### src/rtl/fetch_unit.sv
// Instruction-fetch stage: issues req/ack reads for the registered PC and
// presents the result in a one-entry IF/ID buffer with a valid/ready handshake.
module fetch_unit #(
  parameter int unsigned ACK_TIMEOUT = 255,
  parameter logic [31:0] NOP_INSTR   = 32'h0000_0000
) (
  input  logic        clk,
  input  logic        reset,
  input  logic [31:0] pc_in,
  output logic [31:0] pc_plus4,
  output logic        pc_advance,
  input  logic        flush,
  output logic        imem_req,
  output logic [31:0] imem_addr,
  input  logic        imem_ack,
  input  logic [31:0] imem_rdata,
  output logic        id_valid,
  input  logic        id_ready,
  output logic [31:0] id_instr,
  output logic [31:0] id_pc,
  output logic [31:0] id_pc4,
  output logic [1:0]  id_fault
);

  typedef enum logic [1:0] {
    IDLE,
    WAIT,
    DROP
  } state_t;

  localparam logic        TO_EN   = (ACK_TIMEOUT != 0);
  localparam logic [31:0] TO_LAST = ACK_TIMEOUT - 1;

  state_t      state;
  logic [31:0] tcount;
  logic        slot_free;
  logic        timeout_hit;
  logic        mis_load;
  logic        ack_load;
  logic        to_load;

  assign slot_free = !id_valid || id_ready;
  assign pc_plus4  = pc_in + 32'd4;

  always_comb begin
    timeout_hit = TO_EN && (tcount == TO_LAST);
    mis_load    = (state == IDLE) && !flush && slot_free && (pc_in[1:0] != 2'b00);
    ack_load    = (state == WAIT) && !flush && imem_ack;
    to_load     = (state == WAIT) && !flush && !imem_ack && timeout_hit;
    pc_advance  = reset && (mis_load || ack_load || to_load);
  end

  always_ff @(posedge clk) begin
    if (!reset) begin
      state     <= IDLE;
      imem_req  <= 1'b0;
      imem_addr <= '0;
      id_valid  <= 1'b0;
      id_instr  <= '0;
      id_pc     <= '0;
      id_pc4    <= '0;
      id_fault  <= '0;
      tcount    <= '0;
    end else begin
      if (id_valid && id_ready)
        id_valid <= 1'b0;

      case (state)
        IDLE: begin
          if (!flush && slot_free) begin
            if (pc_in[1:0] != 2'b00) begin
              id_instr <= NOP_INSTR;
              id_pc    <= pc_in;
              id_pc4   <= pc_in + 32'd4;
              id_fault <= 2'd1;
              id_valid <= 1'b1;
            end else begin
              imem_req  <= 1'b1;
              imem_addr <= pc_in;
              tcount    <= '0;
              state     <= WAIT;
            end
          end
        end

        WAIT: begin
          // Flush wins over both a returning ack and an expiring timeout;
          // without an ack the bus still owes us a response, so park in DROP.
          if (flush) begin
            if (imem_ack) begin
              imem_req <= 1'b0;
              state    <= IDLE;
            end else begin
              state <= DROP;
            end
          end else if (imem_ack) begin
            id_instr <= imem_rdata;
            id_pc    <= imem_addr;
            id_pc4   <= imem_addr + 32'd4;
            id_fault <= 2'd0;
            id_valid <= 1'b1;
            imem_req <= 1'b0;
            state    <= IDLE;
          end else if (timeout_hit) begin
            id_instr <= NOP_INSTR;
            id_pc    <= imem_addr;
            id_pc4   <= imem_addr + 32'd4;
            id_fault <= 2'd2;
            id_valid <= 1'b1;
            imem_req <= 1'b0;
            state    <= IDLE;
          end else begin
            tcount <= tcount + 32'd1;
          end
        end

        DROP: begin
          if (imem_ack) begin
            imem_req <= 1'b0;
            state    <= IDLE;
          end
        end

        default: begin
          imem_req <= 1'b0;
          state    <= IDLE;
        end
      endcase

      if (flush)
        id_valid <= 1'b0;
    end
  end

endmodule

### config.mk
export PLATFORM = sky130hd
export DESIGN_NAME = fetch_unit
export DESIGN_NICKNAME = d
export VERILOG_FILES = /design/src/rtl/fetch_unit.sv
export SDC_FILE = /design/constraint.sdc
export NUM_CORES = 1
export LEC_CHECK = 0
export CORE_UTILIZATION = 44
export CTS_CLUSTER_SIZE = 28
export DETAILED_ROUTE_END_ITERATION = 8
export PLACE_DENSITY = 0.77
export SLEW_MARGIN = 20
export SYNTH_ARGS = -nofsm -noshare
export SYNTH_HDL_FRONTEND = slang
export SYNTH_SLANG_ARGS = --single-unit
### constraint.sdc
create_clock -name clk -period 2.2 [get_ports clk]
set_clock_uncertainty 0.1 [all_clocks]
set_input_delay 0.55 -clock clk [delete_from_list [all_inputs] [get_ports clk]]
set_output_delay 0.55 -clock clk [all_outputs]
set_load 0.02 [all_outputs]
# --- Yosys cells after proc, flatten, opt, wreduce, memory -nomap -nowiden ---
# Index checks and enable logic that the tools add are counted.
# W data, S select, Z words.
word_totals:
  input_bits: 69
  regBits: 166
  word_cells: 102
  out_inout_bits: 165
op_classes:
  muxes: 51
  n_eq_ne: 12
  bitwise_logic: 2
  n_reduce_logical: 25
  n_addsub: 3
ops:
  columns: ["cell", "n"]
  rows:
  - ["$mux W32", 20]
  - ["$pmux W32 S2", 4]
  - ["$add A32 B3 Y32 const B", 2]
  - ["$add A32 B1 Y32 const B", 1]
  - ["$eq A32 B8 Y1 const B", 1]
  - ["$mux W2", 12]
  - ["$mux W1", 11]
  - ["$logic_and A1 B1 Y1", 10]
  - ["$ne A2 B2 Y1 const B", 5]
  - ["$pmux W2 S3", 1]
  - ["$reduce_and A3 Y1", 2]
  - ["$reduce_and A6 Y1", 1]
  - ["$reduce_and A5 Y1", 1]
  - ["$ne A2 B1 Y1 const B", 2]
  - ["$ne A4 B4 Y1 const B", 1]
  - ["$pmux W2 S2", 1]
  - ["$reduce_and A4 Y1", 1]
  - ["$reduce_bool A2 Y1", 2]
  - ["$logic_not A1 Y1", 3]
  - ["$logic_or A1 B1 Y1", 3]
  - ["$ne A3 B3 Y1 const B", 1]
  - ["$pmux W1 S3", 1]
  - ["$eq A2 B1 Y1 const B", 1]
  - ["$eq A2 B2 Y1 const B", 1]
  - ["4 further kinds", 5]

# --- Logic depth before layout (Yosys ltp) ---
depth:
  ltp_word: 7
  ltp_mapped: 10
  ltp_nobuf: 8

# --- Worst setup path after synthesis ---
# Ideal clock, no wire load.
synth_timing:
  path_type: "input -> output"
  startpoint: "input pc_in[10]"
  endpoint: "output pc_plus4[30]"
  required_time_ps: 1550
  path_stages: 5
  path_slack_ps: -374
  n_path_buf: 1
  arrival_ps: 1924
  cell_sequence: "clkbuf_2 > nand4_1 > nor4_4 > nand4_1 > xnor2_1"
synth_via:
  elab_chain_cells: 1
synth_rtl:
  columns: ["element", "line", "text"]
  rows:
  - ["start: declaration", "9", "input logic [31:0] pc_in,"]
  - ["$add A32 B3 Y32", "43", "assign pc_plus4 = pc_in + 32'd4;"]
  - ["end: declaration", "10", "output logic [31:0] pc_plus4,"]
# No other way between the ends.

# --- Worst setup path after layout ---
layout_timing:
  startpoint: "input pc_in[19]"
  endpoint: "output pc_plus4[31]"
# Same word-level chain as after synthesis.

==> impl_metrics.json <==
{
  "synthToLayoutAreaGrowth_pct": 73.6,
  "dpl.hpwl_um": 20800,
  "core-area_mm2": 0.0182,
  "r2r_setup_slack_ns": -0.37,
  "ant_nets": 0,
  "wl_um": 37000,
  "total_power_w": 0.00834,
  "min_to": "id_instr[8]$_SDFFE_PN0P_",
  "avgSynthCellArea_um2": 7.96,
  "status": "finished with violations",
  "post-route-period-util_pct": 120,
  "maxCapViolations": 0,
  "drv_slew": 0,
  "hold_viol_final": 0,
  "grt_setup_unrepaired": "true",
  "clk-insertion-delay-late_ns": 0.45,
  "diodes": 0,
  "utilization_pct": 78.9,
  "fin_setup_tns_ns": -15.32,
  "antenna_found_initial": 0,
  "crit_path_max_fanout": 5,
  "r2r_cells": 11,
  "synth_cell_types": 64,
  "start_kind": "primary input",
  "async_reset_ff_share_pct": 0,
  "end_kind": "output pin",
  "gp_congestion": 0.914,
  "place_ws_ns": -1.38,
  "synth_edf_count": 0,
  "ir_drop_uv": 539,
  "final_nets": 1535,
  "holdWs_ns": 0.346,
  "ys_ff_latch": 164,
  "syn_nets": 1113,
  "layout-drive-gt1-share_pct": 32.2,
  "multiInputGateArea_mm2": 0.00538,
  "dr.pass1.iters": 9,
  "grt_pass1_wl_um": 48800,
  "clockBufferDepth": 2,
  "viasPerCell": 6.17,
  "postSynthCellCount": 1040,
  "grt_pass1_vias": 9354,
  "grt_overflow": 0,
  "hold_buffers": 0,
  "synthFlopType": "dfxtp_1",
  "drc": 18,
  "htreeDepth": 4,
  "clockRootBuffer": "clkbuf_16",
  "relSlewSlack_pct": 60.4,
  "period_minus_slack_ns": 2.65,
  "worst_pin_slew_ns": 0.589,
  "dieArea_mm2": 0.0194,
  "grt_max_degree": 67,
  "dieWidth_um": 139,
  "place.port_buffers": 233,
  "start_util_pct": 45.5,
  "ys_seq_area_share_pct": 39.7,
  "grt_util_all_layers_pct": 31.6,
  "cts.clk_slew.worst_paths_ns": 0.06,
  "path_class": "primary input to output pin",
  "core.rowCount": 49,
  "clkSinkCount": 164,
  "io_pins": 234,
  "seq_area_mm2": 0.00329,
  "drtIter0Drc": 974,
  "netlist_area_mm2": 0.00828,
  "maxClockFrequency_mhz": 378,
  "cts_tree": "yes",
  "avgRoutedWirePerCell_um": 21.7,
  "required_ns": 1.55,
  "p_leak_nw": 5.85,
  "die_h_um": 139,
  "min-delay-start": "id_instr[8]$_SDFFE_PN0P_",
  "worstPathArrival_ns": 2.00,
  "vias": 10514,
  "cts_buffers": 17,
  "n_fill_cell": 1084,
  "layout_setup_ws_ns": -0.446,
  "hold_path_class": "flip-flop to flip-flop",
  "cellPowerDensity_mw_per_mm2": 580,
  "rr_endpoint": "tcount[23]$_SDFFE_PN0P_",
  "hold_path_depth": 2,
  "yosysWarningCount": 0,
  "setup_viol": 70,
  "r2r-start": "tcount[21]$_SDFFE_PN0P_",
  "violations": "design-rule violations, negative setup slack"
}
[area by class of cell]
class / count / share of cell area, %
Clock buffer: 21 / 3.13
Clock inverter: 11 / 1.38
Inverter: 13 / 0.392
Multi-Input combinational cell: 776 / 37.4
Sequential cell: 164 / 22.9
Tap cell: 229 / 1.99
Timing Repair Buffer: 490 / 32.8
[cell usage after synthesis, types with 5 or more instances]
cell | instances | area (µm²)
a211oi_1 | 6 | 45.0
a21oi_1 | 89 | 445
a311oi_1 | 34 | 298
and2_1 | 5 | 31.3
and3_1 | 8 | 50.1
and4_1 | 8 | 70.1
buf_2 | 24 | 120
buf_4 | 10 | 75.1
clkbuf_1 | 47 | 176
dfxtp_1 | 164 | 3280
inv_1 | 12 | 45.0
mux2i_1 | 6 | 60.1
nand2_1 | 213 | 800
nand3_1 | 42 | 210
nand4_1 | 57 | 357
nor2_1 | 86 | 323
nor3_1 | 16 | 80.1
nor3b_1 | 5 | 37.5
nor4_1 | 17 | 106
o2111ai_1 | 6 | 52.6
o211ai_1 | 19 | 143
o21ai_0 | 15 | 75.1
o21ai_1 | 5 | 25.0
xnor2_1 | 36 | 315
xor2_1 | 37 | 324
[cell families after synthesis]
| group | after synthesis | share of synthesized area (%) |
|---|---|---|
| and+or+nand+nor | 483 | 28.3 |
| AOI/OAI and AO/OA | 207 | 16.9 |
| DFF | 164 | 39.7 |
| buffers and inverters | 100 | 5.56 |
| xor gates and xnor gates | 75 | 8.12 |
| muxes | 7 | 0.862 |
| adders and majority gates | 4 | 0.605 |
[power breakdown]
part / leakage, nW / internal, W / switching (W) / total, W
clock: 0.305 / 0.00205 / 0.00133 / 0.00338
sequential: 1.34 / 0.00309 / 0.0000893 / 0.00318
combinational: 4.21 / 0.000834 / 0.000943 / 0.00178
total: 5.85 / 0.00598 / 0.00236 / 0.00834
[sequential cells by signal, indices dropped and copies added, names as in the netlist]
register and count:
state 2, id_pc 32, imem_req 1, id_instr 32, id_fault 2, tcount 32, imem_addr 32, id_pc4 30
id_valid 1
[worst max-delay path by stage]
stage                   start            to  cells after the start
floorplan           pc_in[10]  pc_plus4[31]                      5
global placement     pc_in[2]  pc_plus4[16]                      7
detailed placement   pc_in[2]  pc_plus4[18]                      7
CTS                 pc_in[10]  pc_plus4[27]                      8
global route        pc_in[10]  pc_plus4[24]                      8
finish              pc_in[19]  pc_plus4[31]                      7
[timing repair]
item / in CTS / in global routing
pin swaps: 42 / 90
gates resized for setup: 317 / 144
buffers inserted: 33 / 41
setup endpoints to repair: 101 / 98
cloned: 1 / 5
[critical path: stages]
cell and delay [ns]:
clkdlybuf4s15_1 0.21, nand2_2 0.09, nor4_4 0.41, buf_4 0.21, nand4_1 0.13, xnor2_2 0.22, buf_4 0.17
[routing by layer]
layer | vias to the layer above | share of wire [%] | global-route usage [%]
met5 | - | 0 | 0
met4 | 0 | 5.6 | 15.6
met3 | 193 | 10 | 6.91
met2 | 721 | 47 | 52.3
met1 | 5060 | 37 | 38.8
li1 | 4540 | - | -
[per-stage QoR]
step	cell area [µm²]	instances
6_report	14400	1704
5_1_grt	14400	1704
4_1_cts	13400	1666
3_5_place_dp	12200	1602
3_3_place_gp	12200	1602
2_1_floorplan	8470	1040
[cells in the final DEF (no fill, tap or decap), drive strengths merged, types with 7 or more instances in the layout]
master         Yosys  layout
a311oi            34      34
nor4              19      19
nand4             63      63
xnor2             38      38
nor3              19      19
xor2              37      37
and3               8       8
dlymetal6s2s       0      11
dfxtp            164     164
o31ai              7       7
clkbuf            49      26
nor2              88      88
inv               13      14
clkdlybuf4s50      0     150
a21oi             90      90
dlygate4sd2        0      26
and4               9       9
o21ai             21      21
o211ai            20      20
nand2            213     213
buf               38     293
nand3             42      42
No activity file was read; power rests on OpenSTA's default activity.
